**src/rtl/hs_bus_sender.sv**
```systemverilog
// Source side of a req/ack bus synchronizer: holds a captured word on bus_data
// and handshakes it across to another clock domain (4-phase level or 2-phase toggle).
module hs_bus_sender #(
  parameter int WIDTH       = 8,
  parameter int SYNC_STAGES = 2,
  parameter int TWO_PHASE   = 0,
  parameter int TIMEOUT_CYC = 0
) (
  input  logic             clk,
  input  logic             rst,
  input  logic             in_valid,
  input  logic [WIDTH-1:0] in_data,
  output logic             in_ready,
  output logic [WIDTH-1:0] bus_data,
  output logic             bus_req,
  input  logic             bus_ack,
  output logic             done,
  output logic             err,
  input  logic             err_clr,
  output logic [7:0]       xfer_count
);

  localparam int TW = (TIMEOUT_CYC > 0) ? $clog2(TIMEOUT_CYC + 1) : 1;
  localparam logic [TW-1:0] TO_MAX = TW'(TIMEOUT_CYC);

  // In 2-phase mode S_REQ doubles as the single WAIT state; S_REL is unused.
  typedef enum logic [1:0] {S_IDLE, S_REQ, S_REL} state_t;

  state_t                 state_q, state_d;
  logic [SYNC_STAGES-1:0] sync_q;
  logic                   ack_s;
  logic [WIDTH-1:0]       data_q, data_d;
  logic                   req_q, req_d;
  logic                   done_q, done_d;
  logic                   err_q, err_d;
  logic [7:0]             cnt_q, cnt_d;
  logic [TW-1:0]          to_q, to_d, to_inc;
  logic                   accept, busy, to_hit;

  assign ack_s = sync_q[SYNC_STAGES-1];

  always_ff @(posedge clk) begin
    if (rst) begin
      state_q <= S_IDLE;
      sync_q  <= '0;
      data_q  <= '0;
      req_q   <= 1'b0;
      done_q  <= 1'b0;
      err_q   <= 1'b0;
      cnt_q   <= '0;
      to_q    <= '0;
    end else begin
      state_q <= state_d;
      sync_q  <= {sync_q[SYNC_STAGES-2:0], bus_ack};
      data_q  <= data_d;
      req_q   <= req_d;
      done_q  <= done_d;
      err_q   <= err_d;
      cnt_q   <= cnt_d;
      to_q    <= to_d;
    end
  end

  always_comb begin
    state_d = state_q;
    data_d  = data_q;
    req_d   = req_q;
    done_d  = 1'b0;
    cnt_d   = cnt_q;
    case (state_q)
      S_IDLE: if (accept) begin
        data_d  = in_data;
        req_d   = (TWO_PHASE != 0) ? ~req_q : 1'b1;
        state_d = S_REQ;
      end
      S_REQ: begin
        if (TWO_PHASE != 0) begin
          if (ack_s == req_q) begin
            state_d = S_IDLE;
            done_d  = 1'b1;
            cnt_d   = cnt_q + 8'd1;
          end
        end else if (ack_s) begin
          req_d   = 1'b0;
          state_d = S_REL;
        end
      end
      S_REL: if (!ack_s) begin
        state_d = S_IDLE;
        done_d  = 1'b1;
        cnt_d   = cnt_q + 8'd1;
      end
      default: state_d = S_IDLE;
    endcase

    // Timeout only flags a stuck receiver; the handshake keeps waiting.
    busy   = (state_q != S_IDLE);
    to_inc = to_q + 1'b1;
    to_hit = (TIMEOUT_CYC != 0) && busy && (state_d == state_q) &&
             (to_q != TO_MAX) && (to_inc == TO_MAX);
    if (state_d != state_q)          to_d = '0;
    else if (busy && to_q != TO_MAX) to_d = to_inc;
    else                             to_d = to_q;
    if (to_hit)       err_d = 1'b1;
    else if (err_clr) err_d = 1'b0;
    else              err_d = err_q;
  end

  // A stale ack (4-phase) or unmatched toggle (2-phase) blocks new words.
  always_comb begin
    in_ready = 1'b0;
    if (state_q == S_IDLE)
      in_ready = (TWO_PHASE != 0) ? (ack_s == req_q) : !ack_s;
  end

  assign accept     = in_valid & in_ready;
  assign bus_data   = data_q;
  assign bus_req    = req_q;
  assign done       = done_q;
  assign err        = err_q;
  assign xfer_count = cnt_q;

endmodule

```
**config.mk**
```make
export PLATFORM = sky130hd
export DESIGN_NAME = hs_bus_sender
export DESIGN_NICKNAME = d
export VERILOG_FILES = /design/src/rtl/hs_bus_sender.sv
export SDC_FILE = /design/constraint.sdc
export NUM_CORES = 1
export LEC_CHECK = 0
export CORE_AREA = 2 2 57 48
export CTS_CLUSTER_SIZE = 30
export DETAILED_ROUTE_END_ITERATION = 10
export DIE_AREA = 0 0 59 50
export GPL_TIMING_DRIVEN = 0
export PLACE_DENSITY = 0.7
export SYNTH_ARGS = -nofsm -noshare
export SYNTH_HDL_FRONTEND = slang
export SYNTH_SLANG_ARGS = --single-unit
```
**constraint.sdc**
```tcl
create_clock -name clk -period 2.8 [get_ports clk]
set_input_delay 0.42 -clock clk [delete_from_list [all_inputs] [get_ports clk]]
set_output_delay 0.42 -clock clk [all_outputs]
set_load 0.005 [all_outputs]
```
### Yosys cells after proc, flatten, opt, wreduce, memory -nomap -nowiden

Cells that the tools add are included.
Widths: inputs -> output; s select.

| operators by class | value |
|---|---|
| add/subtract/negate cells | 1 |
| bitwise gates (word level) | 3 |
| eq/ne operators | 5 |
| muxes and demuxes | 9 |
| reductions and logical operators | 8 |

Operators by type and width:

| operator | number |
|---|---|
| $add 8x1->8 const B | 1 |
| $mux 2 | 3 |
| $ne 2x2->1 const B | 3 |
| $pmux 2 s3 | 1 |
| $reduce_and 3->1 | 2 |
| $mux 1 | 4 |
| $reduce_and 2->1 | 2 |
| $eq 2x1->1 const B | 1 |
| $eq 2x2->1 const B | 1 |
| $logic_not 2->1 | 1 |
| $not 1->1 | 2 |
| $pmux 1 s2 | 1 |
| $reduce_bool 2->1 | 1 |
| $reduce_or 2->1 | 1 |
| $and 1x1->1 | 1 |
| $logic_not 1->1 | 1 |

| storage, ports and cells | value |
|---|---|
| word-level logic and storage cells | 32 |
| output and inout port bits | 20 |
| input port bits | 13 |
| flip-flop bits (word level) | 22 |

### Longest topological paths before layout

| logic depth | value |
|---|---|
| depth after elaboration | 5 |
| gate-level depth with buffers | 5 |
| mapped depth without buffers | 4 |

### Worst setup path after synthesis

Ideal clock, no wire load.

| timing | value |
|---|---|
| path kind | register to register |
| start | reg state_q[0] |
| end | reg cnt_q[5] (netlist: xfer_count[5]) |
| stages on the path, launching flop included | 6 |
| arrival | 1.557 ns |
| path slack | 1.172 ns |
| clock period less this slack | 1.628 ns |
| cells stage by stage | dfxtp_1 > buf_6 > or3b_1 > buf_6 > or4_1 > a21oi_1 |

| between the ends | value |
|---|---|
| cells in the longest elaborated chain, start to end | 2 |

Ends and longest elaborated chain:

| element | line | RTL |
|---|---|---|
| start: declaration | 29 | `state_t state_q, state_d;` |
| start signal: assignment | 53 | `state_q <= state_d;` |
| $eq 2x2->1 | 70 | `case (state_q)` |
| $reduce_and 2->1 (no line) | - |  |
| end signal: assignment | 59 | `cnt_q <= cnt_d;` |
| end: declaration | 36 | `logic [7:0] cnt_q, cnt_d;` |

Every way passes these cells.
A chain may end at the register's enable or synchronous reset.

### Final worst setup path

| timing | value |
|---|---|
| start | reg state_q[1] |
| end | out in_ready |

| between the ends | value |
|---|---|
| cells in the longest elaborated chain, start to end | 2 |

Ends and longest elaborated chain:

| element | line | RTL |
|---|---|---|
| $logic_not 2->1 | 112 | `if (state_q == S_IDLE)` |
| $mux 1 | 112 |  |
| end: declaration | 13 | `output logic in_ready,` |

Every way passes these cells.

==> results by group <==
Status
  – Run status: complete, no violations

Synthesis
  – Post-synthesis register bit count: 22
  – Mapped Nets: 114
  – Distinct cells, synth: 29
  – Post-Syn Instances: 100
  – Top cell type's share of synthesized area: 49.0%
  – Area contributors post-synth: dfxtp_1 (49%), a21oi_1 (7.2%), nand2_1 (7.1%)
  – Syn_area_per_cell: 9.00 µm²
  – Synth Warn #: 0
  – Sequential-to-total area share from yosys stat: 49.0%
  – Mapped Area: 900 µm²
  – Synth area leader: dfxtp_1

Run
  – Max cap viols: 0

Detailed routing
  – First DRT Iteration DRCs: 12
  – Vias: 801
  – Post-route ant nets: 0
  – Pre-antenna DRT Iters: 4
  – DRC Markers: 0
  – Drt via density: 4.98
  – Drt total wl: 1.92 mm
  – Avg WL per Cell: 11.9 µm

STA
  – Hold Worst Slack: 463 ps
  – Unrepaired setup endpoints after global routing: no
  – Max Slew Vio Count: 0
  – Final setup vio count: 0
  – Final setup TNS: 0 ps
  – Peak Freq: 527 MHz
  – Max-slew headroom: 55.1%
  – Skew final: 1.50 ps
  – Fin crit period: 1900 ps
  – Worst setup margin: 902 ps
  – Fin crit share: 67.8%
  – Endpoints failing hold: 0
  – Worst-margin pin slew: 672 ps

Floorplan
  – Die W: 59 µm
  – IO Count: 33
  – Initial core utilization: 38.1%
  – Core ar.: 2360 µm²
  – Die area: 2950 µm²
  – Die Ht: 50 µm
  – Cell Rows: 16

Setup path
  – Reg2Reg Depth: 5
  – Slowest Stage Delay on Critical Path: 520 ps
  – Slowest-stage cell, CP: clkdlybuf4s50_1
  – WP depth: 3
  – Critical path data arrival time: 1480 ps
  – CP top delay family: buffers and inverters
  – Crit end category: primary output
  – Worst Path Max Fanout: 9
  – Reg2Reg Setup Slack: 1080 ps
  – Cells along the critical path: buf_4, nor3_1, clkdlybuf4s50_1
  – Worst Path Required: 2380 ps
  – CP Class: reg -> out
  – Startpoint Class: register
  – Buf/Inv on CP: 2

GRT
  – GR peak layer: met2
  – First-pass GRT wire length: 3.32 mm
  – Vias in the first global route: 752
  – Pin count of the biggest net entering global routing: 14
  – Met3 Use GR: 2.89%
  – Met2 GRT Util: 21.9%
  – Initial antenna violation count: 0
  – GRT Residual Overflow: 0
  – GRT Overall Usage: 14.9%
  – Met1 usage: 20.4%

Pwr
  – Tot Pwr: 651 µW
  – Peak VDD IR: 0.270 mV
  – PD cells: 506 nW/µm²
  – Leak: 0.466 nW

Clock tree
  – CTS Buf Count: 3
  – Hold buffers post-CTS: 0
  – CTS tree: built
  – Post-CTS Repair Setup Buffers: 0
  – # resized after CTS: 0
  – # clock sinks: 22
  – Skew-Pair Late Insertion Delay: 310 ps
  – CTS Buffer Depth: 2
  – Root buf cell: clkbuf_4
  – Clock slew at reported path FFs: 130 ps
  – H-tree depth: 1

Place
  – Placed cell count: 157
  – DP HPWL: 1.43 mm
  – PortBufs: 30
  – Cell Area, Placed: 1230 µm²
  – Pre-CTS setup slack: 719 ps
  – GPL Wtd Cong: 0.789

Final layout
  – # diodes: 0
  – Share of layout cells above drive strength 1: 9.70%
  – Area grow syn2layout: 43.0%
  – Final Cell Area: 1290 µm²
  – Final core area utilization: 54.4%
  – Nets: 149
  – Non-Filler Instances: 161

Min path
  – HP Class: reg -> reg
  – Hold path depth: 1
## registers in the layout (all words and copies together) (netlist names)
| name | flops |
|---|---|
| sync_q | 2 |
| bus_data | 8 |
| state_q | 2 |
| bus_req | 1 |
| xfer_count | 8 |
| done | 1 |
## metal layers
| metal | share of wire [%] | vias up | wire length (µm) |
|---|---|---|---|
| met5 | 0 | - | 0 |
| met4 | 0.99 | 0 | 19 |
| met3 | 4.1 | 2 | 79 |
| met2 | 47 | 20 | 897 |
| met1 | 48 | 368 | 922 |
| li1 | - | 411 | - |
## Yosys cell counts
cell type	n
nand4_1	2
xnor2_1	2
or4_1	3
xor2_1	1
conb_1	1
nor4b_2	1
buf_6	2
or3b_1	1
nor2b_1	3
nor3b_1	1
mux2i_1	1
or4b_2	1
ha_1	1
nand2_1	17
dfxtp_1	22
a21oi_1	13
o31ai_1	3
buf_4	3
o21ai_0	2
nand3_1	2
or3_1	1
o21bai_1	1
nor4_1	1
and4bb_2	1
clkbuf_1	3
inv_1	2
mux2_2	1
nor3_1	2
nor2_1	6
## cell usage in the layout (no fill, tap or decap)
cell type / count
nor2b_1: 3
clkbuf_1: 3
and4bb_2: 1
nand4_1: 2
ha_1: 1
o21bai_1: 1
or4b_2: 1
dfxtp_1: 22
nor2_1: 6
or3b_1: 1
or4_1: 3
mux2i_1: 1
nor3_1: 2
buf_6: 2
buf_4: 3
inv_1: 2
nand3_1: 2
a21oi_1: 13
nor3b_1: 1
clkbuf_4: 3
conb_1: 1
clkdlybuf4s50_1: 30
bufinv_16: 1
o21ai_0: 2
nand2_1: 17
xor2_1: 1
nor4_1: 1
mux2_2: 1
nor4b_2: 1
or3_1: 1
xnor2_1: 2
o31ai_1: 3
## kinds of logic (layout without fill, tap and decap cells)
| kind of cell | after synthesis | count (layout) | share of synthesized area (%) |
|---|---|---|---|
| simple gates | 42 | 42 | 25.2 |
| flops | 22 | 22 | 49.0 |
| compound gates | 19 | 19 | 11.7 |
| buf+inv | 10 | 44 | 7.09 |
| xor+xnor | 3 | 3 | 2.92 |
| mux | 2 | 2 | 2.36 |
| fa+ha+maj | 1 | 1 | 1.39 |
| other cells | 1 | 1 | 0.417 |
## power breakdown
part / internal, mW / switching (mW) / total, mW
logic: 0.0465 / 0.0303 / 0.0768
registers: 0.324 / 0.00531 / 0.330
clock network: 0.145 / 0.0994 / 0.244
total: 0.516 / 0.135 / 0.651
## worst paths after layout
kind	start	to
max reg2reg	state_q[1]	xfer_count[5]
max	state_q[1]	in_ready
min reg2reg	sync_q[0]	sync_q[1]
min	sync_q[0]	sync_q[1]
## final cells by class
class,count,area (µm²)
Fill cell,235,1080
Sequential cell,22,440
Multi-Input combinational cell,68,395
Timing Repair Buffer,30,300
Buffer,8,56.3
Tap cell,27,33.8
Clock inverter,1,30.0
Clock buffer,3,22.5
Inverter,2,7.51
(Power assumes the default switching activity.)
